**config.mk**
```make
export PLATFORM = sky130hd
export DESIGN_NAME = fir_window_feeder
export DESIGN_NICKNAME = d
export VERILOG_FILES = /design/src/rtl/fir_window_feeder.sv
export SDC_FILE = /design/constraint.sdc
export NUM_CORES = 1
export LEC_CHECK = 0
export CAP_MARGIN = 20
export CORE_AREA = 2 2 339 341
export CTS_BUF_LIST = sky130_fd_sc_hd__clkbuf_16
export DETAILED_ROUTE_END_ITERATION = 12
export DIE_AREA = 0 0 341 343
export PLACE_DENSITY_LB_ADDON = 0.2
export SETUP_SLACK_MARGIN = 0.1
export SLEW_MARGIN = 40
export SYNTH_ARGS = -nofsm -noshare
export SYNTH_HDL_FRONTEND = slang
export SYNTH_SLANG_ARGS = --single-unit
export TNS_END_PERCENT = 1
```
**constraint.sdc**
```tcl
create_clock -name clk -period 3 [get_ports clk]
set_input_delay 0.45 -clock clk [delete_from_list [all_inputs] [get_ports clk]]
set_output_delay 0.45 -clock clk [all_outputs]
set_load 0.01 [all_outputs]
```
**src/rtl/fir_window_feeder.sv**
```systemverilog
// FIR-mode feeder for the 11-PE systolic array: holds the sample window and
// tap file, issues samples under a credit limit so array results always have
// a FIFO slot, and streams the captured results out with backpressure.
//
// state   | meaning
// --------+-------------------------------------------------------------
// S_IDLE  | waiting for ap_start; tap writes accepted
// S_RUN   | accepting input samples until `length` have been issued
// S_DRAIN | all samples issued; waiting for the last result to be popped
// S_DONE  | run complete; behaves as S_IDLE (restartable, taps writable)
module fir_window_feeder #(
    parameter int DATA_WIDTH = 32,
    parameter int NUM_TAPS   = 11,
    parameter int ARRAY_LAT  = 2,
    parameter int RES_DEPTH  = 4
) (
    input  logic                           clk,
    input  logic                           rst_n,
    input  logic                           cfg_tap_we,
    input  logic [3:0]                     cfg_tap_addr,
    input  logic [DATA_WIDTH-1:0]          cfg_tap_wdata,
    input  logic [31:0]                    cfg_data_length,
    input  logic                           ap_start,
    output logic                           ap_idle,
    output logic                           ap_done,
    input  logic                           ss_tvalid,
    input  logic [DATA_WIDTH-1:0]          ss_tdata,
    output logic                           ss_tready,
    output logic                           sm_tvalid,
    output logic [DATA_WIDTH-1:0]          sm_tdata,
    output logic                           sm_tlast,
    input  logic                           sm_tready,
    output logic                           func_sel,
    output logic [DATA_WIDTH*NUM_TAPS-1:0] fir_data,
    output logic [DATA_WIDTH*NUM_TAPS-1:0] fir_tap,
    input  logic [DATA_WIDTH-1:0]          fir_result
);

    localparam int PW = $clog2(RES_DEPTH);
    localparam int CW = $clog2(RES_DEPTH + 1);

    typedef enum logic [1:0] {S_IDLE, S_RUN, S_DRAIN, S_DONE} state_t;

    state_t                state_q, state_d;
    logic                  done_d;
    logic [DATA_WIDTH-1:0] win_q [NUM_TAPS];
    logic [DATA_WIDTH-1:0] tap_q [NUM_TAPS];
    logic [31:0]           length_q, issued_q, emitted_q;
    logic [ARRAY_LAT-1:0]  tag_q;
    logic [DATA_WIDTH-1:0] fifo_mem [RES_DEPTH];
    logic [PW-1:0]         wr_ptr_q, rd_ptr_q;
    logic [CW-1:0]         fifo_count_q;

    logic idle_st, start_ok, accept, push, pop, has_credit;
    int   inflight;

    assign idle_st   = (state_q == S_IDLE) || (state_q == S_DONE);
    assign start_ok  = idle_st && ap_start;
    assign ap_idle   = idle_st;
    assign func_sel  = (state_q == S_RUN) || (state_q == S_DRAIN);
    assign ss_tready = (state_q == S_RUN) && has_credit && (issued_q < length_q);
    assign accept    = ss_tvalid && ss_tready;
    // The oldest tag leaving the pipe marks fir_result as belonging to a window.
    assign push      = tag_q[ARRAY_LAT-1];
    assign sm_tvalid = (fifo_count_q != '0);
    assign sm_tdata  = fifo_mem[rd_ptr_q];
    assign sm_tlast  = sm_tvalid && (emitted_q == length_q - 32'd1);
    assign pop       = sm_tvalid && sm_tready;

    genvar g;
    generate
        for (g = 0; g < NUM_TAPS; g++) begin : g_pack
            assign fir_data[g*DATA_WIDTH +: DATA_WIDTH] = win_q[g];
            assign fir_tap[g*DATA_WIDTH +: DATA_WIDTH]  = tap_q[g];
        end
    endgenerate

    // Credit check: every in-flight tag will need a FIFO slot when it lands.
    always_comb begin
        inflight = 0;
        for (int i = 0; i < ARRAY_LAT; i++) begin
            if (tag_q[i]) inflight = inflight + 1;
        end
        has_credit = (int'(fifo_count_q) + inflight) < RES_DEPTH;
    end

    // Next-state logic; ap_done is registered so it lands the cycle after the event.
    always_comb begin
        state_d = state_q;
        done_d  = 1'b0;
        case (state_q)
            S_IDLE, S_DONE: begin
                if (ap_start) begin
                    if (cfg_data_length == 32'd0) begin
                        state_d = S_DONE;
                        done_d  = 1'b1;
                    end else begin
                        state_d = S_RUN;
                    end
                end
            end
            S_RUN: begin
                if (issued_q == length_q) state_d = S_DRAIN;
            end
            S_DRAIN: begin
                if (pop && sm_tlast) begin
                    state_d = S_DONE;
                    done_d  = 1'b1;
                end
            end
            default: state_d = S_IDLE;
        endcase
    end

    // State register and done pulse.
    always_ff @(posedge clk or negedge rst_n) begin
        if (!rst_n) begin
            state_q <= S_IDLE;
            ap_done <= 1'b0;
        end else begin
            state_q <= state_d;
            ap_done <= done_d;
        end
    end

    // Run bookkeeping, sample window and tap file.
    always_ff @(posedge clk or negedge rst_n) begin
        if (!rst_n) begin
            length_q  <= '0;
            issued_q  <= '0;
            emitted_q <= '0;
            for (int k = 0; k < NUM_TAPS; k++) begin
                win_q[k] <= '0;
                tap_q[k] <= '0;
            end
        end else begin
            if (start_ok) begin
                length_q  <= cfg_data_length;
                issued_q  <= '0;
                emitted_q <= '0;
                for (int k = 0; k < NUM_TAPS; k++) win_q[k] <= '0;
            end else begin
                if (accept) begin
                    win_q[0] <= ss_tdata;
                    for (int k = 1; k < NUM_TAPS; k++) win_q[k] <= win_q[k-1];
                    issued_q <= issued_q + 32'd1;
                end
                if (pop) emitted_q <= emitted_q + 32'd1;
            end
            if (idle_st && cfg_tap_we) begin
                for (int k = 0; k < NUM_TAPS; k++) begin
                    if (cfg_tap_addr == 4'(k)) tap_q[k] <= cfg_tap_wdata;
                end
            end
        end
    end

    // Tag pipe mirrors the array latency and result FIFO absorbs its output.
    always_ff @(posedge clk or negedge rst_n) begin
        if (!rst_n) begin
            tag_q        <= '0;
            wr_ptr_q     <= '0;
            rd_ptr_q     <= '0;
            fifo_count_q <= '0;
            for (int i = 0; i < RES_DEPTH; i++) fifo_mem[i] <= '0;
        end else begin
            tag_q[0] <= accept;
            for (int i = 1; i < ARRAY_LAT; i++) tag_q[i] <= tag_q[i-1];
            if (push) begin
                fifo_mem[wr_ptr_q] <= fir_result;
                wr_ptr_q <= (wr_ptr_q == PW'(RES_DEPTH-1)) ? '0 : wr_ptr_q + PW'(1);
            end
            if (pop) begin
                rd_ptr_q <= (rd_ptr_q == PW'(RES_DEPTH-1)) ? '0 : rd_ptr_q + PW'(1);
            end
            if (push && !pop)      fifo_count_q <= fifo_count_q + CW'(1);
            else if (pop && !push) fifo_count_q <= fifo_count_q - CW'(1);
        end
    end

endmodule

```
# Yosys cells after proc, flatten, opt, wreduce, memory -nomap -nowiden
# Index checks and enable logic that the tools add are counted.
[word_totals]
out_inout_bits = 742
in_bits = 138
register_bits = 940
[op_classes]
eq_ne = 20
bitwise = 2
mux = 27
n_reduce_logical = 35
n_addsub = 9
order_cmp = 5
[op_table]
columns = ["cell", "n"]
rows = [
  ["2-to-1 mux 352 bit", 2],
  ["2-to-1 mux 32 bit", 8],
  ["bitwise mux 128 bit", 1],
  ["adder 32 x 1 -> 32 bit, second input constant", 2],
  ["binary-select mux 32 bit (select 2 bit)", 1],
  ["demux 32 bit (select 2 bit)", 1],
  ["equality test 32 bit", 2],
  ["adder 32 x 2 -> 32 bit, second input constant", 1],
  ["adder 4 x 32 -> 32 bit", 1],
  ["logical NOT 32 bit", 1],
  ["less-than comparator 32 bit", 1],
  ["less-than comparator 32 x 4 -> 1 bit, second input constant", 1],
  ["subtractor 32 x 1 -> 32 bit, second input constant", 1],
  ["AND reduction 2 bit", 11],
  ["equality test 4 x 3 -> 1 bit, second input constant", 4],
  ["equality test 4 bit, second input constant", 3],
  ["2-to-1 mux 2 bit", 6],
  ["logical AND 1 bit", 11],
  ["equality test 2 bit, second input constant", 4],
  ["equality test 4 x 2 -> 1 bit, second input constant", 2],
  [">= comparator 3 bit, second input constant", 2],
  ["2-to-1 mux 3 bit", 2],
  ["NOT 2 -> 3 bit", 2],
  ["one-hot mux 2 bit (3 select lines)", 1],
  ["18 further kinds", 27],
]

# Longest topological paths before layout
# Gate-level depths: netlist (run 1).
[depth]
ltp_word = 10
ltp_mapped = 13

# Least setup slack after synthesis (run 1)
# Ideal clock, no wire load.
[synth_path]
kind = "register to output"
start = "reg length_q[0]"
end = "out sm_tlast"
arrival_time_ns = 2.815
stages_incl_launch_ff = 12
path_buffers = 2
setup_slack_ns = -0.265
cell_sequence = "dfrtp_1 clkbuf_1 inv_1 ha_1 buf_2 nor4b_2 nand3_2 or4_1 a21oi_1 nand2_1 a2111oi_0 o211a_1"
[synth_via]
elab_chain_cells = 3
[synth_rtl]
columns = ["element", "line", "rtl"]
rows = [
  ["start, declared", "48", "logic [31:0] length_q, issued_q, emitted_q;"],
  ["start signal, assigned", "138", "length_q <= cfg_data_length;"],
  ["subtractor 32 x 1 -> 32 bit", "67", "assign sm_tlast = sm_tvalid && (emitted_q == length_q - 32'd1);"],
  ["equality test 32 bit", "67", ""],
  ["logical AND 1 bit", "67", ""],
  ["end, declared", "31", "output logic sm_tlast,"],
]
# Every way passes these cells.

# Worst setup path after layout (run 1)
[layout_path]
start = "reg length_q[6]"
end = "out sm_tlast"
# The elaborated chain is that of the path after synthesis.

==> results of run 1 <==
registers in the layout, summed over array words and instances, names as in the netlist, 3 cells and up:
| signal | count |
|---|---|
| fir_tap | 352 |
| fir_data | 352 |
| fifo_mem | 128 |
| issued_q | 32 |
| fifo_count_q | 3 |
| length_q | 32 |
| emitted_q | 32 |
metal layers:
metal / wire length (um) / track usage
met5: 0 / 0
met4: 5540 / 0.0886
met2: 76000 / 0.416
met3: 10200 / 0.0600
met1: 68300 / 0.343
cell type report:
type                            instances  area, sq um
Fill cell                           10200        55400
Sequential cell                       940        23500
Multi-Input combinational cell       2259        16800
Timing Repair Buffer                 1157        12000
Clock buffer                          105         2630
Tap cell                             1512         1890
Clock inverter                         91          861
Inverter                               51          201
Antenna cell                            4         10.0
worst min-delay path by stage:
stage	endpoint	start	depth (start not counted)
finish	fir_data[10]$_DFFE_PN0P_	ss_tdata[10]	3
global route	fir_data[11]$_DFFE_PN0P_	ss_tdata[11]	3
CTS	fir_data[3]$_DFFE_PN0P_	ss_tdata[3]	3
detailed placement	tag_q[1]$_DFF_PN0_	tag_q[0]$_DFF_PN0_	0
global placement	tag_q[1]$_DFF_PN0_	tag_q[0]$_DFF_PN0_	0
floorplan	ap_done$_DFF_PN0_	rst_n	0
cell families after synthesis:
group,after synthesis,share of synthesized area
compound gates,907,0.118
xor+xnor,66,0.0141
flops,940,0.574
simple gates,721,0.0930
fa+ha+maj,47,0.0145
buf+inv,380,0.0351
mux,518,0.151
tightest hold or removal path: stages:
cell	delay [ps]
sky130_fd_sc_hd__clkdlybuf4s50_1	390
sky130_fd_sc_hd__nand3_1	60
sky130_fd_sc_hd__a21oi_1	50
power groups by stage:
stage          Sequential [mW]  Combinational, mW  Clock (mW)
5_1_grt                   18.7               21.6        13.8
6_report                  18.3               20.4        13.1
2_1_floorplan             19.2               7.69           0
3_5_place_dp              18.4               19.6           0
4_1_cts                   18.2               19.9        13.4
3_3_place_gp              18.3               19.5           0
through the flow:
stage	area, sq um	setup TNS [ps]	instances	setup slack [ps]	utilization
after global placement	52800	-880	5867	-465	0.466
after CTS	57000	-9380	6086	-667	0.502
after detailed placement	52900	-15810	5869	-493	0.466
final	58000	-825	6119	-616	0.511
after global routing	58000	-11580	6118	-764	0.511
after floorplan	41000	0	3579	62.1	-
what timing repair did:
action | in CTS | in global routing
resized for setup | 177 | 138
endpoints found under the hold margin | 22 | 0
endpoints found under the setup margin | 360 | 374
pin swaps | 39 | 65
buffers inserted | 22 | 8
cloned | 0 | 21
hold buffers | 1 | 0
Yosys cell counts (all sizes together) (8+ instances only):
cell / number
mux2: 482
and4: 10
nor3: 21
nand3: 386
and3: 9
o31ai: 23
or4: 27
buf: 38
a21o: 14
a21oi: 399
ha: 46
nand2b: 13
inv: 51
o21ai: 411
mux4: 32
nor4: 24
nand4: 34
or3: 20
dfrtp: 940
nor2: 57
and2: 8
nand2: 90
xnor2: 36
clkbuf: 291
xor2: 30
==> flow_summary.yaml, run 1 <==
die:
  placementRows: 124
  start_util: 0.361
  vertical_extent_of_the_die_um: 343
  floorplan.io_pins: 880
  die_width_um: 341
  fp.dieArea_sq_um: 117000
  coreArea_sq_um: 113000
final_layout:
  area_delta_synth_final_pct: 41.6
  mostFrequentLayoutCell: "sky130_fd_sc_hd__dfrtp_1"
  layout.nets: 4699
  layout.cells.most_common_list: "sky130_fd_sc_hd__dfrtp_1 (939), sky130_fd_sc_hd__clkdlybuf4s50_1 (846), sky130_fd_sc_hd__mux2_2 (445)"
  final_layout_size_suffix_gt1_frac: 0.236
clocking:
  clkTransAtPathRegs_ps: 60
  cts_tree: "done"
  numCtsBuffers: 105
  htree_levels: 3
  clock_latency_ps: 720
  clock-root-buffer: "sky130_fd_sc_hd__clkbuf_16"
  cts_buffer_depth: 3
  cts_sinks: 940
power_and_ir_drop:
  share_comb_of_total_power: 0.395
  cellPowerDensity_nw_per_um2: 893
  power.leakage_nw: 24.2
  power.switching_fraction: 0.343
  seq_power_share: 0.353
  power_switching_mw: 17.8
  internal-power_mw: 34.0
  ir_drop_v: 0.000631
  clock_power_share: 0.252
  total_power_mw: 51.8
logic_synthesis:
  synthCells: 3579
  async_flop_share: 1.00
  postSynthAreaPerCell_sq_um: 11.4
  leading_register_cell_type_out_of_synthesis: "sky130_fd_sc_hd__dfrtp_1"
  netlist-cell-type-count: 74
  synthesis.area_sq_um: 41000
  syn_nets: 3764
  yosys_register_bits: 940
  synth.largest_area_cell: "sky130_fd_sc_hd__dfrtp_1"
  ys.warnings.count: 0
  synth_top_cell_area_share: 0.574
  synth-edff-count: 0
  synth_seq_area_share: 0.574
  synth_area_leaders: "sky130_fd_sc_hd__dfrtp_1 (57%), sky130_fd_sc_hd__mux2_2 (12%), sky130_fd_sc_hd__o21ai_0 (5.0%)"
place:
  io_buffer_count: 879
  place.gp.congestion: 0.890
  hpwl_mm: 111
sta:
  timing.final.setup_violations: 3
  rsz_0062_raised_after_global_routing: "true"
  fin_skew_ps: 39.6
  min_period_over_period: 1.21
  fmaxAchievable_mhz: 277
  postLayoutSetupSlackWorst_ps: -616
  timing.max_slew.rel_slack: 0.516
  finalCriticalPeriod_ps: 3620
  fin_worst_hold_slack_ps: 295
  worstMarginPinSlew_ps: 724
  slew_violations: 0
  report.final.hold_viol_count: 0
setup_path:
  cp.buffers_inverters: 2
  startpoint_type: "flip-flop"
  timing.rr.start: "length_q[6]$_DFFE_PN0P_"
  library_cell_contributing_the_largest_single_delay_on_the_critical_path: "sky130_fd_sc_hd__or4_4"
  capture_point_of_the_critical_path: "sm_tlast"
  worst_ep_arrival_time_ps: 3170
  type_of_the_worst_setup_path: "reg2out"
  r2r_setup_slack_ps: -60
  crit_required_ps: 2550
  critical_path.startpoint: "length_q[6]$_DFFE_PN0P_"
  critical_path.max_stage_delay_ps: 580
  path_cells: "or4_4, buf_4, nor3_4, nand2_1, xnor2_1, nor4b_1, and4b_1, o211a_1, buf_2"
  cp_top_delay_family: "simple AND/OR/NAND/NOR gates"
  r2r_cells: 13
  timing.critical_path.depth: 9
  critPathMaxFanout: 5
  crit_path_end_kind: "primary output"
  crit-reg2reg-capture: "state_q[1]$_DFFE_PN0P_"
min_path:
  min-delay-path-class: "in2reg"
route:
  drt_first_pass_iters: 5
  ant_nets: 0
  vias_per_cell: 5.46
  detailroute.via_count: 33400
  total_drc_errors_in_the_routed_layout: 0
  postRouteWirelength_mm: 160
  detail_route.iter0.violations: 2721
  route.detailed.wl_per_inst_um: 26.2
global_routing:
  grt.total_usage: 0.258
  grt_overflow: 0
  grt_first_pass_wirelength_mm: 228
  initial_antenna_violation_count: 6
  number_of_global_route_vias_before_repair: 33200
  maximum_number_of_pins_on_one_net_before_global_route_repair: 123
job:
  max_cap_check_violation_count: 0
outcome:
  outcome: "complete, but fails checks"
  violated_checks: "setup timing"
No activity file was read; power rests on OpenSTA's default activity.
==> run 2: changes to the inputs <==
Settings changed: HOLD_SLACK_MARGIN set to 0.03, RECOVER_POWER set to 50.
Clock period 3 ns to 4.7 ns, I/O delays scaled along.
==> run 2 against run 1 <==
Effect of this change: the run ends with capacitance limit, slew limit left; setup slack improved by 1100 ps; cell count fell by 3.1%; first-iteration DRC count fell by 9.2%; total power fell by 40%; global-route usage fell by 0.093 points; utilization fell by 2.9 points; register-to-register slack improved by 1000 ps; critical path type unchanged.
==> flow_summary.yaml, run 2 (synthesis results as in run 1) <==
global_routing:
  grt.total_usage: 0.257
  globalRouteMet1Util: 0.344
  number_of_global_route_vias_before_repair: 32400
  grt-busiest-layer: "met2"
  initial_antenna_violation_count: 6
  met2_usage: 0.402
  grt_first_pass_wirelength_mm: 226
  grt_overflow: 0
  maximum_number_of_pins_on_one_net_before_global_route_repair: 195
  use_met3: 0.0694
clocking:
  htree_levels: 3
  cts_tree: "done"
  clock-root-buffer: "sky130_fd_sc_hd__clkbuf_16"
  cts_buffer_depth: 3
  cts_sinks: 940
  clock_latency_ps: 700
  numCtsBuffers: 109
  clkTransAtPathRegs_ps: 60
sta:
  fmaxAchievable_mhz: 235
  timing.max_slew.rel_slack: -0.577
  worstMarginPinSlew_ps: 2370
  sum_of_negative_setup_slack_ps: 0
  fin_skew_ps: 29.8
  report.final.hold_viol_count: 0
  finalCriticalPeriod_ps: 4260
  timing.final.setup_violations: 0
  slew_violations: 624
  min_period_over_period: 0.905
  rsz_0062_raised_after_global_routing: "false"
min_path:
  min-delay-path-class: "reg2reg"
  min_from: "tag_q[0]$_DFF_PN0_"
die:
  coreArea_sq_um: 113000
  fp.dieArea_sq_um: 117000
  die_width_um: 341
  start_util: 0.361
  floorplan.io_pins: 880
  placementRows: 124
  vertical_extent_of_the_die_um: 343
final_layout:
  layout.cells.most_common_list: "sky130_fd_sc_hd__dfrtp_1 (937), sky130_fd_sc_hd__clkdlybuf4s50_1 (641), sky130_fd_sc_hd__mux2_2 (444)"
  area_delta_synth_final_pct: 33.6
  multi_input_gate_area_in_the_final_layout_sq_um: 16200
  filler_cell_count: 10400
  mostFrequentLayoutCell: "sky130_fd_sc_hd__dfrtp_1"
  layout.nets: 4513
  final_layout_size_suffix_gt1_frac: 0.167
  final_core_utilization: 0.482
  area.sequential_sq_um: 23500
route:
  detailroute.via_count: 32600
  postRouteWirelength_mm: 154
  vias_per_cell: 5.50
  detail_route.iter0.violations: 2472
  route.detailed.wl_per_inst_um: 26.1
  ant_nets: 0
  total_drc_errors_in_the_routed_layout: 0
  drt_first_pass_iters: 6
job:
  max_cap_check_violation_count: 10
outcome:
  outcome: "complete, but fails checks"
  violated_checks: "capacitance limit, slew limit"
power_and_ir_drop:
  cellPowerDensity_nw_per_um2: 569
  power.leakage_nw: 23.3
  ir_drop_v: 0.000357
  total_power_mw: 31.1
setup_path:
  library_cell_contributing_the_largest_single_delay_on_the_critical_path: "sky130_fd_sc_hd__clkdlybuf4s50_1"
  timing.rr.start: "length_q[12]$_DFFE_PN0P_"
  worst_ep_arrival_time_ps: 3550
  startpoint_type: "flip-flop"
  crit_path_end_kind: "primary output"
  critical_path.max_stage_delay_ps: 590
  crit_path_frequent_cell: "sky130_fd_sc_hd__ha_1"
  crit_required_ps: 3990
  critical_path.startpoint: "tag_q[1]$_DFF_PN0_"
  critPathMaxFanout: 10
  type_of_the_worst_setup_path: "reg2out"
  path_cells: "ha_1, ha_1, nor4b_2, o2111ai_1, a21oi_1, and2_1, clkdlybuf4s50_1"
place:
  io_buffer_count: 879
  place.gp.congestion: 0.882
  hpwl_mm: 108
[run 2: cell count changes in the layout (fill, tap and decap cells not counted), moves of 51 or more]
cell,delta
sky130_fd_sc_hd__o21ai_1,-74
sky130_fd_sc_hd__buf_4,-138
sky130_fd_sc_hd__clkdlybuf4s50_1,-205
sky130_fd_sc_hd__nand3_1,+55
sky130_fd_sc_hd__nand3_2,-51
sky130_fd_sc_hd__o21ai_0,+85
sky130_fd_sc_hd__dlygate4sd3_1,+236
[run 2: critical path, delay by kind of cell (launching register included)]
family | cells | cell delay (ps)
simple gates | 2 | 670
buf+inv | 1 | 590
flops | 1 | 480
fa+ha+maj | 2 | 420
compound gates | 2 | 720
[run 2: final timing paths]
kind	cells after the start	slack [ps]	end
max reg2reg	12	980	fir_data[343]$_DFFE_PN0P_
min reg2reg	0	390	tag_q[1]$_DFF_PN0_
min in group asynchronous	2	1180	length_q[25]$_DFFE_PN0P_
max	7	440	ss_tready
min	0	390	tag_q[1]$_DFF_PN0_
max in group asynchronous	4	670	fir_tap[29]$_DFFE_PN0P_
[run 2: stage by stage]
step,hold WS (ps),instance area [sq um],cells,setup slack (ps)
global route,402,54700,5927,206
finish,386,54700,5928,444
floorplan,360,41000,3579,1180
detailed placement,374,51400,5714,596
CTS,390,54800,5922,55.0
global placement,372,51300,5712,622
[run 2: per-layer routing]
metal	part of all wire	vias up
li1	-	14400
met1	0.42	16900
met3	0.074	211
met2	0.47	1049
met5	0.000084	-
met4	0.035	2
[run 2: cell type report]
| type | count | area share |
|---|---|---|
| diodes | 3 | 0.000137 |
| clock inverters | 86 | 0.00968 |
| repair buffers | 967 | 0.176 |
| well taps | 1512 | 0.0346 |
| inverters | 51 | 0.00350 |
| multi-input cells | 2259 | 0.295 |
| flip-flops and latches | 940 | 0.430 |
| clock buffers | 110 | 0.0503 |
[run 2: repair_timing]
item	4_1_cts	5_1_grt
gates resized for setup	10	9
pin swaps	6	4
endpoints found under the hold margin	14	0
buffers inserted	11	3
setup endpoints to repair	2	1
hold buffers	1	0
[run 2: where the power goes]
group / leakage [nW] / switching, mW / internal, mW / total, mW
Sequential: 12.3 / 1.47 / 10.3 / 11.8
Combinational: 9.23 / 5.76 / 5.58 / 11.3
Clock: 1.74 / 3.48 / 4.48 / 7.96
